## src/rtl/alu_reservation_station.sv

```systemverilog
// Reservation station for the single ALU: buffers decoded packets until both operands
// are resolved (snooping the CDB) and issues the lowest-index ready entry each cycle.
module alu_reservation_station #(
  parameter int                ENTRIES  = 4,
  parameter int                TAG_W    = 4,
  parameter logic [TAG_W-1:0]  TAG_FREE = 4'b1111,
  parameter int                DATA_W   = 32,
  parameter int                OP_W     = 5,
  localparam int               PKT_W    = 3*TAG_W + 2*DATA_W + OP_W,
  localparam int               CNT_W    = $clog2(ENTRIES) + 1
) (
  input  logic              clk,
  input  logic              rst,
  input  logic              in_valid,
  input  logic [PKT_W-1:0]  in_pkt,
  output logic              rs_full,
  input  logic              flush,
  input  logic              cdb_valid,
  input  logic [TAG_W-1:0]  cdb_tag,
  input  logic [DATA_W-1:0] cdb_data,
  output logic              issue_valid,
  input  logic              alu_ready,
  output logic [OP_W-1:0]   issue_op,
  output logic [DATA_W-1:0] issue_src1,
  output logic [DATA_W-1:0] issue_src2,
  output logic [TAG_W-1:0]  issue_dest,
  output logic [CNT_W-1:0]  occupancy
);

  localparam int IDX_W   = $clog2(ENTRIES);
  localparam int D1_LSB  = OP_W;
  localparam int T1_LSB  = D1_LSB + DATA_W;
  localparam int D2_LSB  = T1_LSB + TAG_W;
  localparam int T2_LSB  = D2_LSB + DATA_W;
  localparam int DST_LSB = T2_LSB + TAG_W;

  logic [ENTRIES-1:0] slot_valid;
  logic [OP_W-1:0]    slot_op    [ENTRIES];
  logic [TAG_W-1:0]   slot_dest  [ENTRIES];
  logic [TAG_W-1:0]   slot_tag1  [ENTRIES];
  logic [TAG_W-1:0]   slot_tag2  [ENTRIES];
  logic [DATA_W-1:0]  slot_data1 [ENTRIES];
  logic [DATA_W-1:0]  slot_data2 [ENTRIES];
  logic [ENTRIES-1:0] slot_ready;

  logic [OP_W-1:0]   in_op;
  logic [TAG_W-1:0]  in_dest;
  logic [TAG_W-1:0]  in_tag1;
  logic [TAG_W-1:0]  in_tag2;
  logic [DATA_W-1:0] in_data1;
  logic [DATA_W-1:0] in_data2;
  logic              in_cap1;
  logic              in_cap2;
  logic [TAG_W-1:0]  new_tag1;
  logic [TAG_W-1:0]  new_tag2;
  logic [DATA_W-1:0] new_data1;
  logic [DATA_W-1:0] new_data2;

  logic             free_found;
  logic [IDX_W-1:0] free_idx;
  logic             sel_found;
  logic [IDX_W-1:0] sel_idx;
  logic             do_alloc;
  logic             do_issue;

  assign in_op    = in_pkt[0 +: OP_W];
  assign in_data1 = in_pkt[D1_LSB +: DATA_W];
  assign in_tag1  = in_pkt[T1_LSB +: TAG_W];
  assign in_data2 = in_pkt[D2_LSB +: DATA_W];
  assign in_tag2  = in_pkt[T2_LSB +: TAG_W];
  assign in_dest  = in_pkt[DST_LSB +: TAG_W];

  // The incoming packet snoops the CDB too, so a broadcast in its allocation cycle is not lost.
  assign in_cap1   = cdb_valid && (in_tag1 == cdb_tag) && (in_tag1 != TAG_FREE);
  assign in_cap2   = cdb_valid && (in_tag2 == cdb_tag) && (in_tag2 != TAG_FREE);
  assign new_tag1  = in_cap1 ? TAG_FREE : in_tag1;
  assign new_tag2  = in_cap2 ? TAG_FREE : in_tag2;
  assign new_data1 = in_cap1 ? cdb_data : in_data1;
  assign new_data2 = in_cap2 ? cdb_data : in_data2;

  always_comb begin
    slot_ready = '0;
    for (int i = 0; i < ENTRIES; i++) begin
      slot_ready[i] = slot_valid[i] && (slot_tag1[i] == TAG_FREE) && (slot_tag2[i] == TAG_FREE);
    end
  end

  // Scanning from the top down lets the lowest matching index win for both searches.
  always_comb begin
    free_found = 1'b0;
    free_idx   = '0;
    sel_found  = 1'b0;
    sel_idx    = '0;
    for (int i = ENTRIES - 1; i >= 0; i--) begin
      if (!slot_valid[i]) begin
        free_found = 1'b1;
        free_idx   = IDX_W'(i);
      end
      if (slot_ready[i]) begin
        sel_found = 1'b1;
        sel_idx   = IDX_W'(i);
      end
    end
  end

  assign rs_full  = (occupancy == CNT_W'(ENTRIES));
  assign do_alloc = in_valid && !rs_full && free_found && !flush;
  assign do_issue = sel_found && (!issue_valid || alu_ready) && !flush;

  always_ff @(posedge clk or negedge rst) begin
    if (!rst) begin
      slot_valid <= '0;
      for (int i = 0; i < ENTRIES; i++) begin
        slot_op[i]    <= '0;
        slot_dest[i]  <= '0;
        slot_tag1[i]  <= TAG_FREE;
        slot_tag2[i]  <= TAG_FREE;
        slot_data1[i] <= '0;
        slot_data2[i] <= '0;
      end
    end else if (flush) begin
      slot_valid <= '0;
    end else begin
      for (int i = 0; i < ENTRIES; i++) begin
        if (cdb_valid && slot_valid[i] && (slot_tag1[i] == cdb_tag) && (slot_tag1[i] != TAG_FREE)) begin
          slot_tag1[i]  <= TAG_FREE;
          slot_data1[i] <= cdb_data;
        end
        if (cdb_valid && slot_valid[i] && (slot_tag2[i] == cdb_tag) && (slot_tag2[i] != TAG_FREE)) begin
          slot_tag2[i]  <= TAG_FREE;
          slot_data2[i] <= cdb_data;
        end
        if (do_issue && (sel_idx == IDX_W'(i))) begin
          slot_valid[i] <= 1'b0;
        end
        // The free slot is invalid in registered state, so it never collides with the issuing slot.
        if (do_alloc && (free_idx == IDX_W'(i))) begin
          slot_valid[i] <= 1'b1;
          slot_op[i]    <= in_op;
          slot_dest[i]  <= in_dest;
          slot_tag1[i]  <= new_tag1;
          slot_tag2[i]  <= new_tag2;
          slot_data1[i] <= new_data1;
          slot_data2[i] <= new_data2;
        end
      end
    end
  end

  always_ff @(posedge clk or negedge rst) begin
    if (!rst) begin
      occupancy <= '0;
    end else if (flush) begin
      occupancy <= '0;
    end else begin
      occupancy <= occupancy + CNT_W'(do_alloc) - CNT_W'(do_issue);
    end
  end

  always_ff @(posedge clk or negedge rst) begin
    if (!rst) begin
      issue_valid <= 1'b0;
      issue_op    <= '0;
      issue_src1  <= '0;
      issue_src2  <= '0;
      issue_dest  <= '0;
    end else if (flush) begin
      issue_valid <= 1'b0;
    end else if (do_issue) begin
      issue_valid <= 1'b1;
      issue_op    <= slot_op[sel_idx];
      issue_src1  <= slot_data1[sel_idx];
      issue_src2  <= slot_data2[sel_idx];
      issue_dest  <= slot_dest[sel_idx];
    end else if (alu_ready) begin
      issue_valid <= 1'b0;
    end
  end

endmodule
```

## config.mk

```make
export PLATFORM = sky130hd
export DESIGN_NAME = alu_reservation_station
export DESIGN_NICKNAME = d
export VERILOG_FILES = /design/src/rtl/alu_reservation_station.sv
export SDC_FILE = /design/constraint.sdc
export NUM_CORES = 1
export LEC_CHECK = 0
export CORE_MARGIN = 3
export CORE_UTILIZATION = 53
export DETAILED_ROUTE_END_ITERATION = 12
export HOLD_SLACK_MARGIN = 0.02
export PLACE_DENSITY = 0.78
export SLEW_MARGIN = 25
export SYNTH_ARGS = -nofsm -noshare
export SYNTH_HDL_FRONTEND = slang
export SYNTH_SLANG_ARGS = --single-unit
```

## constraint.sdc

```tcl
create_clock -name clk -period 2.55 [get_ports clk]
set_clock_uncertainty 0.2 [all_clocks]
set_input_delay 0.255 -clock clk [delete_from_list [all_inputs] [get_ports clk]]
set_output_delay 0.255 -clock clk [all_outputs]
set_load 0.05 [all_outputs]
```

# Word-level counts from Yosys, hierarchy flattened
# Cells that the tools add are included.
[op_classes] n_mux=77 n_eq_ne=35 add_sub_neg=2 order_cmp=1 n_bitwise=2 reduce_logical=77
[op_table] op="32-bit two-way mux" count=22
[op_table] op="32-bit binary-select mux with 2-bit select" count=2
[op_table] op="4-bit two-way mux" count=21
[op_table] op="1-bit logical AND" count=45
[op_table] op="4-bit == test" count=10
[op_table] op="4-bit inequality test, second input constant" count=10
[op_table] op="4-bit == test, second input constant" count=8
[op_table] op="2-bit AND reduction" count=13
[op_table] op="1-bit two-way mux" count=19
[op_table] op="2-bit two-way mux" count=8
[op_table] op="2-bit nonzero test" count=8
[op_table] op="3-bit nonzero test" count=5
[op_table] op="5-bit binary-select mux with 2-bit select" count=1
[op_table] op="5-bit two-way mux" count=2
[op_table] op="4-bit binary-select mux with 2-bit select" count=1
[op_table] op="2-bit == test, second input constant" count=4
[op_table] op="2-bit by 1-bit == test with 1-bit output, second input constant" count=2
[op_table] op="2-bit zero test" count=2
[op_table] op="3-bit by 1-bit adder with 3-bit output" count=1
[op_table] op="3-bit == test, second input constant" count=1
[op_table] op="3-bit >= comparator, second input constant" count=1
[op_table] op="1-bit zero test" count=3
[op_table] op="3-bit two-way mux" count=1
[op_table] op="2-bit NOT with 3-bit output" count=1
[op_table] op="3 further kinds" count=3
[totals] in_bits=123 reg_bits=405

# Logic depth before layout (Yosys ltp)
[logic_depth] depth_word=13 ltp_mapped=12 ltp_nobuf=10

# Least setup slack after synthesis
# Ideal clock, no wire load.
[synth_path] path_kind="reg-to-reg" from="reg occupancy[2]" to="reg occupancy[2]" path_slack_ns=-0.450 t_arrival_ns=2.682 stages_incl_launch_ff=11 path_buffers=0 period_less_slack_ns=3.000 cell_sequence="dfrtp_1 > nor3b_4 > nor2_1 > o21ai_0 > ha_1 > inv_1 > ha_1 > inv_1 > fa_1 > xnor2_1 > nor2_1"
[synth_via] elab_chain_cells=8
[synth_lines] item="start: declaration" line_no="27" source="output logic [CNT_W-1:0] occupancy"
[synth_lines] item="start signal: assignment" line_no="156" source="occupancy <= occupancy + CNT_W'(do_alloc) - CNT_W'(do_issue);"
[synth_lines] item="3-bit == test" line_no="106" source="assign rs_full = (occupancy == CNT_W'(ENTRIES));"
[synth_lines] item="via rs_full" line_no="16" source="output logic rs_full,"
[synth_lines] item="1-bit zero test" line_no="107" source="assign do_alloc = in_valid && !rs_full && free_found && !flush;"
[synth_lines] item="1-bit logical AND (3 in series)" line_no="107"
[synth_lines] item="3-bit by 1-bit adder with 3-bit output" line_no="156"
[synth_lines] item="3-bit by 1-bit subtractor with 3-bit output" line_no="156"
[synth_lines] item="3-bit two-way mux" line_no="153" source="end else if (flush) begin"
# The timed path passes the listed nets, and every way through them passes these cells.
# A chain may end at the register's enable or synchronous reset.

# Worst setup path in the final report
[layout_path] from="reg slot_tag1[8] (netlist name)" to="reg occupancy[1]"
[layout_via] elab_chain_cells=9
[layout_lines] item="start: declaration" line_no="40" source="logic [TAG_W-1:0] slot_tag1 [ENTRIES];"
[layout_lines] item="start signal: indexed assignment" line_no="141" source="slot_tag1[i] <= new_tag1;"
[layout_lines] item="4-bit == test" line_no="84" source="slot_ready[i] = slot_valid[i] && (slot_tag1[i] == TAG_FREE) && (slot_tag2[i] == TAG_FREE);"
[layout_lines] item="1-bit logical AND (2 in series)" line_no="84"
[layout_lines] item="1-bit two-way mux (2 in series)" line_no="99" source="if (slot_ready[i]) begin"
[layout_lines] item="1-bit logical AND (2 in series)" line_no="108" source="assign do_issue = sel_found && (!issue_valid || alu_ready) && !flush;"
[layout_lines] item="3-bit by 1-bit subtractor with 3-bit output" line_no="156"
[layout_lines] item="3-bit two-way mux" line_no="153"
# Every way passes these cells.

==> summary.txt <==
Placed design
  – Setup slack at placement: -0.3509 ns
  – PortBufs: 200
  – Detailed placer's ending HPWL: 43.34 mm
  – DP Cell Count: 2755
  – Placed Area: 0.02550 mm2
  – Placer Congestion: 0.8787

Layout
  – Post-route cell area: 0.02709 mm2
  – Nets: 2412
  – Share of layout cells above drive strength 1: 0.2714
  – Sequential Area: 0.01018 mm2
  – Multi-input gate area: 0.01091 mm2
  – Finished Layout Cells: 2843
  – Fin util: 0.6788
  – Commonest non-fill, non-tap cells in the layout: dfrtp_1, mux2_2, a21oi_1, clkdlybuf4s50_1, nand2_1
  – Commonest non-fill, non-tap cell in the layout: dfrtp_1
  – # fillers: 2878
  – N_diodes: 0
  – Area growth from synthesis to layout: 25.95%

GRT
  – Largest net degree at the start of global routing: 78
  – Initial antenna violation count: 2
  – Total GRT Usage: 0.3293
  – GR Overflow Total: 0
  – First-pass GRT wire length: 112.9 mm
  – Vias in the first global route: 19911

Synthesis
  – Synth top area share: 0.4339
  – Synthesized instance count: 2071
  – #FFs+latches synth: 405
  – Avg Inst Size Synth: 10.39 um2
  – Post-synth top area cell: dfrtp_1
  – Synth warn: 0
  – Synthesized Nets: 2197
  – Sequential fraction of the synthesis area: 0.4730
  – Number of distinct library cells after synthesis: 51
  – Synth area leaders: dfrtp_1, mux2_2, a21oi_1
  – Cell area after synthesis: 0.02151 mm2

Drt
  – DRT Wirelength: 73.66 mm
  – Vias: 19022
  – Initial drt markers: 2203
  – Antenna-violating nets left: 0
  – DRC violations left: 0
  – DR WL/cell: 25.91 um
  – Drt via density: 6.691
  – 1st-pass router iterations: 6

Outcome
  – Outcome: finished, violations left
  – Failing checks: setup timing

Setup path
  – Worst EP arrival: 2.89 ns
  – Worst path required time: 2.81 ns
  – Worst-path maximum fanout: 2
  – Crit start category: flop
  – Crit end category: flop
  – Crit path kind: flop to flop

Timing
  – Peak Freq: 381.4 MHz
  – Crit share post-route: 1.028
  – Final Setup Violations: 2
  – Final hold vios: 0
  – Tightest Pin Transition: 1.105 ns
  – Pins Over Slew Limit: 0
  – RSZ-0062 raised after global routing: true
  – Post-layout min period: 2.622 ns
  – Slew HR: 0.2635
  – Final Worst Setup Slack: -0.07192 ns

Clock network
  – H-tree depth: 2
  – CTS root buf: clkbuf_16
  – Num CTS Buffers: 44
  – Clk sinks: 405
  – Clock Path Buffers: 3
  – CTS tree: built
  – Clock Pin Slew Worst Setup and Hold Paths: 0.07 ns
  – Skew-Pair Late Insertion Delay: 0.59 ns

Floorplanning
  – Die Span Y: 207.5 um
  – Core area: 0.03991 mm2
  – Row count: 73
  – Die footprint: 0.04304 mm2
  – # IOs: 201
  – Die width: 207.5 um
  – Starting Density: 0.5389

Hold path
  – Tightest Hold Check Type: input pin to flop

Run
  – Max-Cap Viols: 0

Power and ir drop
  – Worst ir drop on vdd: 0.8540 mV
  – Leak Pwr: 11.79 nW
  – Pwr per Cell Area: 953.0 mW/mm2
-- layer usage --
| metal | vias to the layer above | routed length, um | track usage |
|---|---|---|---|
| met1 | 9512 | 28790 | 0.4383 |
| met2 | 1259 | 34220 | 0.5173 |
| met5 | - | 20 | 0 |
| met3 | 270 | 7386 | 0.06801 |
| met4 | 4 | 3237 | 0.1610 |
| li1 | 7977 | - | - |
-- worst max-delay path, cell delays in order, from the launching register on --
cell	delay [ns]
dfstp_2	0.53
and4_4	0.22
nand4_1	0.23
a41oi_4	0.31
ha_4	0.25
inv_4	0.05
ha_4	0.12
inv_2	0.03
fa_2	0.51
nor2_1	0.04
-- metrics by stage --
stage | setup TNS [ns] | hold WS (ns) | power [W]
4_1_cts | -0.09591 | 0.09763 | 0.02565
3_3_place_gp | -42.67 | -0.01080 | 0.01891
5_1_grt | -0.2557 | 0.1244 | 0.02684
3_5_place_dp | -51.28 | -0.006659 | 0.01929
6_report | -0.1256 | 0.1185 | 0.02582
2_1_floorplan | -24.25 | -0.2406 | 0.01569
-- final timing paths --
kind / startpoint / end / slack (ns) / cells after the start
max in group asynchronous: rst / slot_tag2[3] / 0.91 / 4
min in group asynchronous: rst / slot_data2[126] / 0.54 / 3
min reg2reg: slot_dest[8] / slot_dest[8] / 0.28 / 2
max reg2reg: slot_tag1[8] / occupancy[1] / -0.07 / 9
max: slot_tag1[8] / occupancy[1] / -0.07 / 9
min: in_pkt[79] / slot_dest[10] / 0.12 / 3
-- cell type report --
| cell class | instances | area share |
|---|---|---|
| timing repair buffer | 356 | 0.1437 |
| sequential | 405 | 0.3757 |
| clock inverter | 10 | 0.003463 |
| inverter | 16 | 0.002309 |
| multi-input combinational | 1463 | 0.4026 |
| tap | 525 | 0.02424 |
| clock buffer | 68 | 0.04807 |
-- timing repair --
| item | CTS | global route |
|---|---|---|
| hold buffers | 3 | 0 |
| setup endpoints to repair | 2 | 139 |
| endpoints found under the hold margin | 388 | 0 |
| gates cloned | 0 | 3 |
| pin swaps | 5 | 3 |
| gates resized for setup | 3 | 14 |
| setup buffers | 1 | 3 |
-- sequential cells by signal (all words and copies together), names as in the netlist, 5 cells and up --
register,flops
slot_op,20
slot_tag2,16
issue_src1,32
slot_tag1,16
issue_src2,32
slot_dest,16
issue_op,5
slot_data2,128
slot_data1,128
-- kinds of logic after synthesis --
family | Yosys count | synth area share
AOI/OAI and AO/OA | 520 | 0.1424
and+or+nand+nor | 476 | 0.1090
muxes | 425 | 0.2169
DFF | 405 | 0.4730
buffers and inverters | 204 | 0.04118
xor gates and xnor gates | 38 | 0.01547
adders and majority gates | 3 | 0.002094
-- cell usage after synthesis, drive strengths merged --
master,count
o41ai,2
o31a,1
nor4,5
ha,2
nor4b,1
or4,5
mux2i,96
a21oi,264
o21ba,2
o22a,19
nand2b,2
and4,5
o31ai,1
o21ai,150
nor3b,1
nand3,6
a41oi,3
o32a,1
a41o,1
dfstp,32
and3,7
nand3b,4
o2bb2ai,73
dfrtp,373
or3,1
xnor2,16
buf,72
nand2,157
clkbuf,116
nand4,152
and2,3
nor2,124
nor3,1
a31o,2
inv,16
nor2b,2
xor2,22
o311ai,1
fa,1
mux2,329
-- where the power goes --
part           internal [W]  switching [W]
combinational       0.00363        0.00543
clock               0.00361        0.00268
sequential          0.00893        0.00154
total                0.0162        0.00965
No activity file was read; power rests on OpenSTA's default activity.
